`config.mk`:
```
export PLATFORM = sky130hd
export DESIGN_NAME = echo_distance_filter
export DESIGN_NICKNAME = d
export VERILOG_FILES = /design/src/rtl/ultrasonic_pkg.sv /design/src/rtl/seq_divider.sv /design/src/rtl/echo_distance_filter.sv
export SDC_FILE = /design/constraint.sdc
export NUM_CORES = 1
export LEC_CHECK = 0
export BUFFER_PORTS_ARGS = -buffer_cell sky130_fd_sc_hd__buf_2
export CAP_MARGIN = 10
export CORE_ASPECT_RATIO = 0.9
export CORE_MARGIN = 2
export CORE_UTILIZATION = 35
export DETAILED_ROUTE_END_ITERATION = 12
export GPL_TIMING_DRIVEN = 0
export MAX_ROUTING_LAYER = met4
export PLACE_DENSITY_LB_ADDON = 0.1
export SYNTH_ARGS = -nofsm -noshare
export SYNTH_HDL_FRONTEND = slang
export SYNTH_SLANG_ARGS = --single-unit
```
`constraint.sdc`:
```
create_clock -name clk -period 4.32 [get_ports clk]
set_input_delay 0.216 -clock clk [delete_from_list [all_inputs] [get_ports clk]]
set_output_delay 0.216 -clock clk [all_outputs]
set_load 0.02 [all_outputs]
```
`src/rtl/ultrasonic_pkg.sv`:
```
// Shared types and timing constants for the ultrasonic ranging pipeline.
package ultrasonic_pkg;

  localparam int unsigned CLK_HZ    = 50_000_000;
  localparam int unsigned US_PER_CM = 58;
  localparam int unsigned CYCLES_PER_CM_DEFAULT = (CLK_HZ / 1_000_000) * US_PER_CM;

  typedef enum logic [1:0] {
    S_IDLE,
    S_DIVIDE,
    S_FILTER,
    S_OUTPUT
  } state_t;

endpackage

```
`src/rtl/seq_divider.sv`:
```
// Restoring shift-subtract divider by a constant, one quotient bit per cycle, MSB first.
module seq_divider #(
  parameter int unsigned WIDTH   = 23,
  parameter int unsigned DIVISOR = 2900
) (
  input  logic             clk,
  input  logic             reset_all,
  input  logic             start,
  input  logic [WIDTH-1:0] dividend,
  output logic             busy,
  output logic             done,
  output logic [WIDTH-1:0] quotient,
  output logic [WIDTH-1:0] remainder
);

  localparam int unsigned RW = (DIVISOR < 2) ? 1 : $clog2(DIVISOR);
  localparam int unsigned CW = (WIDTH < 2) ? 1 : $clog2(WIDTH);
  localparam logic [RW:0] DIV = (RW+1)'(DIVISOR);

  logic [RW-1:0]    rem, rem_src, rem_next;
  logic [WIDTH-1:0] quo, quo_src, quo_next;
  logic [RW:0]      trial, trial_diff;
  logic [CW-1:0]    cnt;

  // The first step is taken on the start edge itself, so a full divide
  // occupies exactly WIDTH clock edges and done follows the last one.
  always_comb begin
    rem_src    = start ? '0 : rem;
    quo_src    = start ? dividend : quo;
    trial      = {rem_src, quo_src[WIDTH-1]};
    trial_diff = trial - DIV;
    if (trial >= DIV) begin
      rem_next = trial_diff[RW-1:0];
      quo_next = {quo_src[WIDTH-2:0], 1'b1};
    end else begin
      rem_next = trial[RW-1:0];
      quo_next = {quo_src[WIDTH-2:0], 1'b0};
    end
  end

  always_ff @(posedge clk or negedge reset_all) begin
    if (!reset_all) begin
      rem  <= '0;
      quo  <= '0;
      cnt  <= '0;
      busy <= 1'b0;
      done <= 1'b0;
    end else begin
      done <= 1'b0;
      if (start) begin
        rem <= rem_next;
        quo <= quo_next;
        cnt <= CW'(1);
        if (WIDTH == 1) begin
          done <= 1'b1;
        end else begin
          busy <= 1'b1;
        end
      end else if (busy) begin
        rem <= rem_next;
        quo <= quo_next;
        cnt <= cnt + CW'(1);
        if (cnt == CW'(WIDTH - 1)) begin
          busy <= 1'b0;
          done <= 1'b1;
        end
      end
    end
  end

  assign quotient  = quo;
  assign remainder = WIDTH'(rem);

endmodule

```
`src/rtl/echo_distance_filter.sv`:
```
// Converts captured echo cycle counts to centimetres, saturates, averages over
// a short tap line and flags near objects; one validated distance per echo.
module echo_distance_filter
  import ultrasonic_pkg::*;
#(
  parameter int unsigned COUNT_WIDTH   = 23,
  parameter int unsigned DIST_WIDTH    = 12,
  parameter int unsigned CYCLES_PER_CM = CYCLES_PER_CM_DEFAULT,
  parameter int unsigned MAX_CM        = 400,
  parameter int unsigned NEAR_CM       = 20,
  parameter int unsigned AVG_LOG2      = 2
) (
  input  logic                   clk,
  input  logic                   reset_all,
  input  logic [COUNT_WIDTH-1:0] count_in,
  input  logic                   count_ready_in,
  input  logic                   enable_in,
  output logic [DIST_WIDTH-1:0]  distance_raw_out,
  output logic [DIST_WIDTH-1:0]  distance_avg_out,
  output logic                   distance_valid_out,
  output logic                   near_out,
  output logic                   out_of_range_out,
  output logic                   overrun_out,
  output logic                   busy_out
);

  localparam int unsigned TAPS = 1 << AVG_LOG2;
  localparam int unsigned SW   = DIST_WIDTH + AVG_LOG2;

  state_t state, state_next;

  logic                   ready_q;
  logic                   capture;
  logic                   div_start;
  logic                   div_done;
  logic                   div_busy_unused;
  logic [COUNT_WIDTH-1:0] quotient;
  logic [COUNT_WIDTH-1:0] div_rem_unused;

  logic [DIST_WIDTH-1:0]  taps [TAPS];
  logic                   filled;
  logic                   oor_q;
  logic                   oor_now;
  logic [DIST_WIDTH-1:0]  raw_sat;
  logic [SW-1:0]          sum;
  logic [SW-1:0]          avg_full;
  logic [DIST_WIDTH-1:0]  avg;

  seq_divider #(
    .WIDTH   (COUNT_WIDTH),
    .DIVISOR (CYCLES_PER_CM)
  ) u_div (
    .clk       (clk),
    .reset_all (reset_all),
    .start     (div_start),
    .dividend  (count_in),
    .busy      (div_busy_unused),
    .done      (div_done),
    .quotient  (quotient),
    .remainder (div_rem_unused)
  );

  always_comb begin
    capture    = count_ready_in & ~ready_q & enable_in;
    div_start  = 1'b0;
    state_next = state;
    case (state)
      S_IDLE: begin
        if (capture) begin
          div_start  = 1'b1;
          state_next = S_DIVIDE;
        end
      end
      S_DIVIDE: if (div_done) state_next = S_FILTER;
      S_FILTER: state_next = S_OUTPUT;
      S_OUTPUT: state_next = S_IDLE;
      default:  state_next = S_IDLE;
    endcase
  end

  always_comb begin
    oor_now = quotient > COUNT_WIDTH'(MAX_CM);
    raw_sat = oor_now ? DIST_WIDTH'(MAX_CM) : quotient[DIST_WIDTH-1:0];
    sum     = '0;
    for (int unsigned i = 0; i < TAPS; i++) begin
      sum = sum + SW'(taps[i]);
    end
    avg_full = sum >> AVG_LOG2;
    avg      = avg_full[DIST_WIDTH-1:0];
  end

  always_ff @(posedge clk or negedge reset_all) begin
    if (!reset_all) begin
      state   <= S_IDLE;
      ready_q <= 1'b0;
    end else begin
      state   <= state_next;
      ready_q <= count_ready_in;
    end
  end

  // taps[0] always holds the latest saturated sample, so it doubles as the raw result.
  always_ff @(posedge clk or negedge reset_all) begin
    if (!reset_all) begin
      for (int unsigned i = 0; i < TAPS; i++) begin
        taps[i] <= '0;
      end
      filled             <= 1'b0;
      oor_q              <= 1'b0;
      distance_raw_out   <= '0;
      distance_avg_out   <= '0;
      distance_valid_out <= 1'b0;
      near_out           <= 1'b0;
      out_of_range_out   <= 1'b0;
      overrun_out        <= 1'b0;
    end else begin
      distance_valid_out <= 1'b0;
      if (capture && state != S_IDLE) begin
        overrun_out <= 1'b1;
      end
      if (state == S_FILTER) begin
        oor_q  <= oor_now;
        filled <= 1'b1;
        taps[0] <= raw_sat;
        for (int unsigned i = 1; i < TAPS; i++) begin
          taps[i] <= filled ? taps[i-1] : raw_sat;
        end
      end
      if (state == S_OUTPUT) begin
        distance_raw_out   <= taps[0];
        distance_avg_out   <= avg;
        near_out           <= avg < DIST_WIDTH'(NEAR_CM);
        out_of_range_out   <= oor_q;
        distance_valid_out <= 1'b1;
      end
    end
  end

  assign busy_out = (state != S_IDLE);

endmodule
```
## Word level (Yosys, flattened, before mapping)

Index checks and enable logic that the tools add are counted.

| storage, ports and cells | value |
|---|---|
| output and inout bits | 29 |
| bits of input ports | 27 |
| memories | 0 |
| memory bits (read-only) | 0 |
| logic and storage cells | 67 |
| latch bits | 0 |
| bits in registers | 123 |
| memory bits (writable) | 0 |

| cells by class | value |
|---|---|
| divide/modulo/power cells | 0 |
| $lt $le $gt $ge | 3 |
| shifts and indexed selects | 0 |
| add/sub/neg operators | 5 |
| bitwise gates (word level) | 3 |
| reductions and logical operators | 5 |
| eq/ne operators | 6 |
| muxes and demuxes | 26 |
| multiply operators | 0 |

Operator list:

| cell | count |
|---|---|
| two-way mux 12 bit | 8 |
| two-way mux 23 bit | 3 |
| greater-than comparator 23 x 9 -> 1 bit (second input constant) | 1 |
| adder 13 x 12 -> 14 bit | 1 |
| adder 14 x 12 -> 14 bit | 1 |
| adder 12 x 12 -> 13 bit | 1 |
| greater-or-equal comparator 13 x 12 -> 1 bit (second input constant) | 1 |
| < comparator 12 x 5 -> 1 bit (second input constant) | 1 |
| subtractor 12 bit (second input constant) | 1 |
| two-way mux 1 bit | 10 |
| two-way mux 5 bit | 2 |
| case mux 2 bit (4 select lines) | 1 |
| adder 5 x 1 -> 5 bit (second input constant) | 1 |
| equality test 5 bit (second input constant) | 1 |
| equality test 2 bit (second input constant) | 2 |
| two-way mux 2 bit | 2 |
| nonzero test 2 bit | 2 |
| bitwise AND 1 bit | 2 |
| equality test 2 x 1 -> 1 bit (second input constant) | 1 |
| logical NOT 2 bit | 1 |
| != test 2 x 1 -> 1 bit (second input constant) | 1 |
| != test 2 bit (second input constant) | 1 |
| AND reduction 2 bit | 1 |
| logical AND 1 bit | 1 |
| NOT 1 bit | 1 |

## Longest topological paths before layout

| depth | value |
|---|---|
| word-level depth | 10 |
| depth in mapped cells | 15 |
| gate-level depth less buffers | 13 |

## Cells and area by module

From an unflattened synthesis, not the netlist that was laid out.

| second synthesis, totals | value |
|---|---|
| cell total of the unflattened synthesis | 725 |
| area, all modules | 6,999.2 sq um |

By module, submodules not included:

| module | area an instance (sq um) | times used | sequential area each (sq um) | cells each |
|---|---|---|---|---|
| echo_distance_filter | 4,536.9 | 1 | 2,026.9 | 468 |
| seq_divider | 2,462.4 | 1 | 1,051.0 | 257 |

## Worst setup path after synthesis

OpenSTA, ideal clock, no wires.

| timing path | value |
|---|---|
| kind | reg2reg |
| start | register taps[1] (netlist bit) |
| end | register near_out |
| clock period less this slack | 3.170 ns |
| setup time | 0.095 ns |
| data required time | 4.225 ns |
| buffers on the path | 0 |
| setup slack | 1.150 ns |
| cell stages (with the launch flop) | 13 |
| arrival | 3.074 ns |
| cell sequence | dfrtp_1 inv_1 fa_1 inv_1 fa_1 nand3b_1 fa_1 nand2b_1 a211oi_2 o2111ai_1 a211oi_1 o22ai_1 o31ai_1 |

| between the ends | value |
|---|---|
| cells in the longest elaborated chain, start to end | 2 |

RTL lines:

| what | RTL line | text |
|---|---|---|
| start: declaration | echo_distance_filter.sv:40 | `logic [DIST_WIDTH-1:0] taps [TAPS];` |
| start signal: indexed assignment | echo_distance_filter.sv:126 | `taps[i] <= filled ? taps[i-1] : raw_sat;` |
| adder 14 x 12 -> 14 bit | echo_distance_filter.sv:86 | `sum = sum + SW'(taps[i]);` |
| < comparator 12 x 5 -> 1 bit | echo_distance_filter.sv:132 | `near_out <= avg < DIST_WIDTH'(NEAR_CM);` |
| end signal: assignment | echo_distance_filter.sv:132 |  |
| end: declaration | echo_distance_filter.sv:21 | `output logic near_out,` |

No other way between the ends.
A chain may end at the register's enable or synchronous reset.

## Worst setup path after layout

| timing path | value |
|---|---|
| start | register taps[13] (netlist bit) |
| end | register distance_avg_out[11] |

| between the ends | value |
|---|---|
| cells in the longest elaborated chain, start to end | 2 |

RTL lines:

| what | RTL line | text |
|---|---|---|
| adder 13 x 12 -> 14 bit | echo_distance_filter.sv:86 |  |
| adder 14 x 12 -> 14 bit | echo_distance_filter.sv:86 |  |
| end signal: assignment | echo_distance_filter.sv:131 | `distance_avg_out <= avg;` |
| end: declaration | echo_distance_filter.sv:19 | `output logic [DIST_WIDTH-1:0] distance_avg_out,` |

No other way between the ends.

==> flow_metrics.py <==
metrics = {
    "routing": {
        "drtIter0Drc": 253,
        "ant_nets": 0,
        "met3_length_um": 550,
        "routedWlPerCell_um": 15.9,
        "avgViaCountPerCell": 4.95,
        "drt-total-wl_mm": 16.1,
        "via_count": 5027,
        "met2WireLength_mm": 7.39,
        "drt-met1-wl_mm": 8.11,
        "drc": 0,
        "drt_pass1_iterations": 4,
        "top_layer": "met4",
    },
    "yosys": {
        "yosysSeqAreaShare_pct": 46.8,
        "synth.avg_cell_area_um2": 9.77,
        "synth_edf_count": 0,
        "synth_area_leader_cell": "dfrtp_1",
        "syn-num-nets": 745,
        "yosys-top-cells-area": "dfrtp_1, fa_1, inv_1",
        "async_reset_ff_share_pct": 100,
        "synth_cell_types": 56,
        "synthCells": 674,
        "synth_seq_cells": 123,
        "yosys_warnings": 0,
        "yosys.area.top_type_share_pct": 46.8,
        "ys.flop_type": "dfrtp_1",
        "synth_area_um2": 6580,
    },
    "timing": {
        "hold_slack_ns": 0.0284,
        "slew_headroom_pct": 50.7,
        "finalMaxSlewViolations": 0,
        "period_needed_ns": 3.52,
        "fmax_ghz": 0.284,
        "fin_crit_sh_pct": 81.5,
        "setup_tns_ns": 0,
        "worst_pin_slew_ns": 0.739,
        "skew_ns": 0.0125,
        "rsz0062_at_grt": "false",
        "finalHoldViolCount": 0,
        "setup_viol": 0,
    },
    "floorplanning": {
        "die_y_um": 134,
        "die-area_um2": 19900,
        "start_util_pct": 35.8,
        "rows": 47,
        "coreArea_um2": 18400,
        "ioPinCount": 56,
        "die_w_um": 149,
    },
    "grt": {
        "overflow": 0,
        "first_global_vias": 5134,
        "track_usage_pct": 17.9,
        "antenna_found_initial": 0,
        "grt_max_degree": 84,
        "grt_pass1_wl_mm": 26.8,
    },
    "layout": {
        "final_nets": 832,
        "antennaDiodeCount": 0,
        "drive_gt1_share_pct": 14.0,
        "area_growth_pct": 19.6,
        "utilization_pct": 42.8,
    },
    "placement": {
        "portBuffers": 55,
        "dp_hpwl_mm": 11.7,
        "gp_congestion": 0.853,
    },
    "clocking": {
        "clkTransAtPathRegs_ns": 0.05,
        "clk_latency_ns": 0.42,
        "cts_tree": "done",
        "clkSinkCount": 123,
        "root_buffer": "clkbuf_16",
        "htree_levels": 4,
        "cts.repair.resized": 0,
        "cts_made_buffers": 17,
        "cts_buffer_depth": 2,
    },
    "outcome": {
        "outcome": "finished clean",
    },
    "worst_setup_path": {
        "path_class": "reg2reg",
        "ff2ff_setup_slack_ns": 0.80,
        "setup.worst_path.end_class": "flop",
        "crit_arrival_ns": 3.85,
        "reg2reg_to": "distance_avg_out[11]",
        "cp-start-kind": "flop",
        "path_max_fanout": 4,
        "reg2reg_from": "taps[13]",
        "worstRegToRegCells": 12,
        "worstPathRequired_ns": 4.65,
    },
    "pwr": {
        "powerDensity_nw_per_um2": 820,
        "ir_drop_v": 0.000402,
        "p_leak_nw": 3.68,
    },
    "worst_hold_path": {
        "hold_end": "u_div.rem[0]",
        "holdPathStages": 3,
        "hold_class": "in2reg",
        "hold_start": "count_in[22]",
    },
    "flow_run": {
        "cap_violations": 0,
    },
}
sequential cells by signal, summed over array words and instances (netlist names), 2 cells and up:
signal            flops
taps                 48
distance_avg_out     12
state                 2
distance_raw_out     12
u_div.rem            12
u_div.quotient       23
u_div.cnt             5
worst max path at each step:
stage / startpoint / end / slack, ns / cells past startpoint
5_1_grt: taps[13] / near_out / 0.59 / 12
3_3_place_gp: taps[1] / near_out / 0.84 / 12
6_report: taps[13] / distance_avg_out[11] / 0.80 / 12
3_5_place_dp: taps[13] / distance_avg_out[11] / 0.80 / 12
4_1_cts: taps[13] / near_out / 0.80 / 12
2_1_floorplan: taps[1] / near_out / 1.15 / 12
power breakdown:
part	leakage (nW)	internal, W	switching, W
clock network	0.273	0.000874	0.000481
logic	1.94	0.00136	0.00190
registers	1.46	0.00152	0.000321
total	3.68	0.00376	0.00270
cell usage in the layout (no fill, tap or decap), types with 6 or more instances in the layout:
master | netlist | layout
dfrtp_1 | 123 | 123
inv_1 | 84 | 84
nand2_1 | 68 | 68
o21ai_0 | 59 | 59
buf_2 | 1 | 55
nor2_1 | 54 | 54
a21oi_1 | 35 | 35
clkbuf_1 | 25 | 30
mux2i_1 | 24 | 24
fa_1 | 24 | 24
ha_1 | 20 | 20
a31oi_1 | 19 | 19
nand3_1 | 19 | 19
mux2_2 | 19 | 19
clkbuf_16 | 0 | 17
dlygate4sd3_1 | 0 | 12
xnor2_1 | 11 | 11
clkbuf_8 | 0 | 6
routing by layer:
metal | global-route usage [%] | vias to the layer above
met2 | 26.4 | 85
met4 | 5.29 | 0
met1 | 24.7 | 2493
met3 | 4.01 | 5
li1 | - | 2444
met5 | - | -
Yosys cell counts, types with 4 or more instances:
master and count:
dfrtp_1 123, inv_1 84, nand2_1 68, o21ai_0 59, nor2_1 54, a21oi_1 35
clkbuf_1 25, fa_1 24, mux2i_1 24, ha_1 20, a31oi_1 19, mux2_2 19
nand3_1 19, xnor2_1 11, a211oi_1 5, o31ai_1 5, xor2_1 5, a21o_1 4
and2_1 4, buf_1 4, nand4b_1 4, nor3_1 4, nor4_1 4
final cells by class:
type                       count  area [um^2]
clock buffer                  28          527
buffer                        30          114
clock inverter                 1         30.0
timing repair buffer          68          429
inverter                      85          319
sequential                   123         3080
multi-input combinational    436         3070
fill                        1793        10500
tap                          245          307
repair_timing:
action / 4_1_cts / 5_1_grt
hold endpoints to repair: 51 / 0
hold buffers: 12 / 0
setup buffers: 0 / 0
metrics by stage:
stage               instance area, um^2  instances  setup slack, ns  power (W)
finish                             7880       1016            0.798    0.00646
global route                       7880       1016            0.589    0.00706
CTS                                7880       1016            0.800    0.00655
detailed placement                 7200        975            0.803    0.00514
global placement                   7170        974            0.844    0.00507
floorplan                          6580        674             1.15    0.00429
cells by family after synthesis:
family,count (synthesis),share of synthesized area [%]
buffers and inverters,115,6.58
xor gates and xnor gates,16,2.13
adders and majority gates,44,11.1
DFF,123,46.8
and+or+nand+nor,178,12.3
muxes,43,6.90
AOI/OAI and AO/OA,155,14.3
worst max-delay path, stage by stage (launching register included):
cell and delay (ns):
dfrtp_1 0.37, inv_1 0.07, fa_1 0.50, inv_1 0.06
fa_1 0.54, nand3b_1 0.10, fa_1 0.42, nand2b_1 0.21
a211oi_2 0.32, o2111ai_1 0.26, a21oi_1 0.25, o21ai_0 0.15
a31oi_1 0.20
Note: power is estimated with default switching activity, not from simulation.
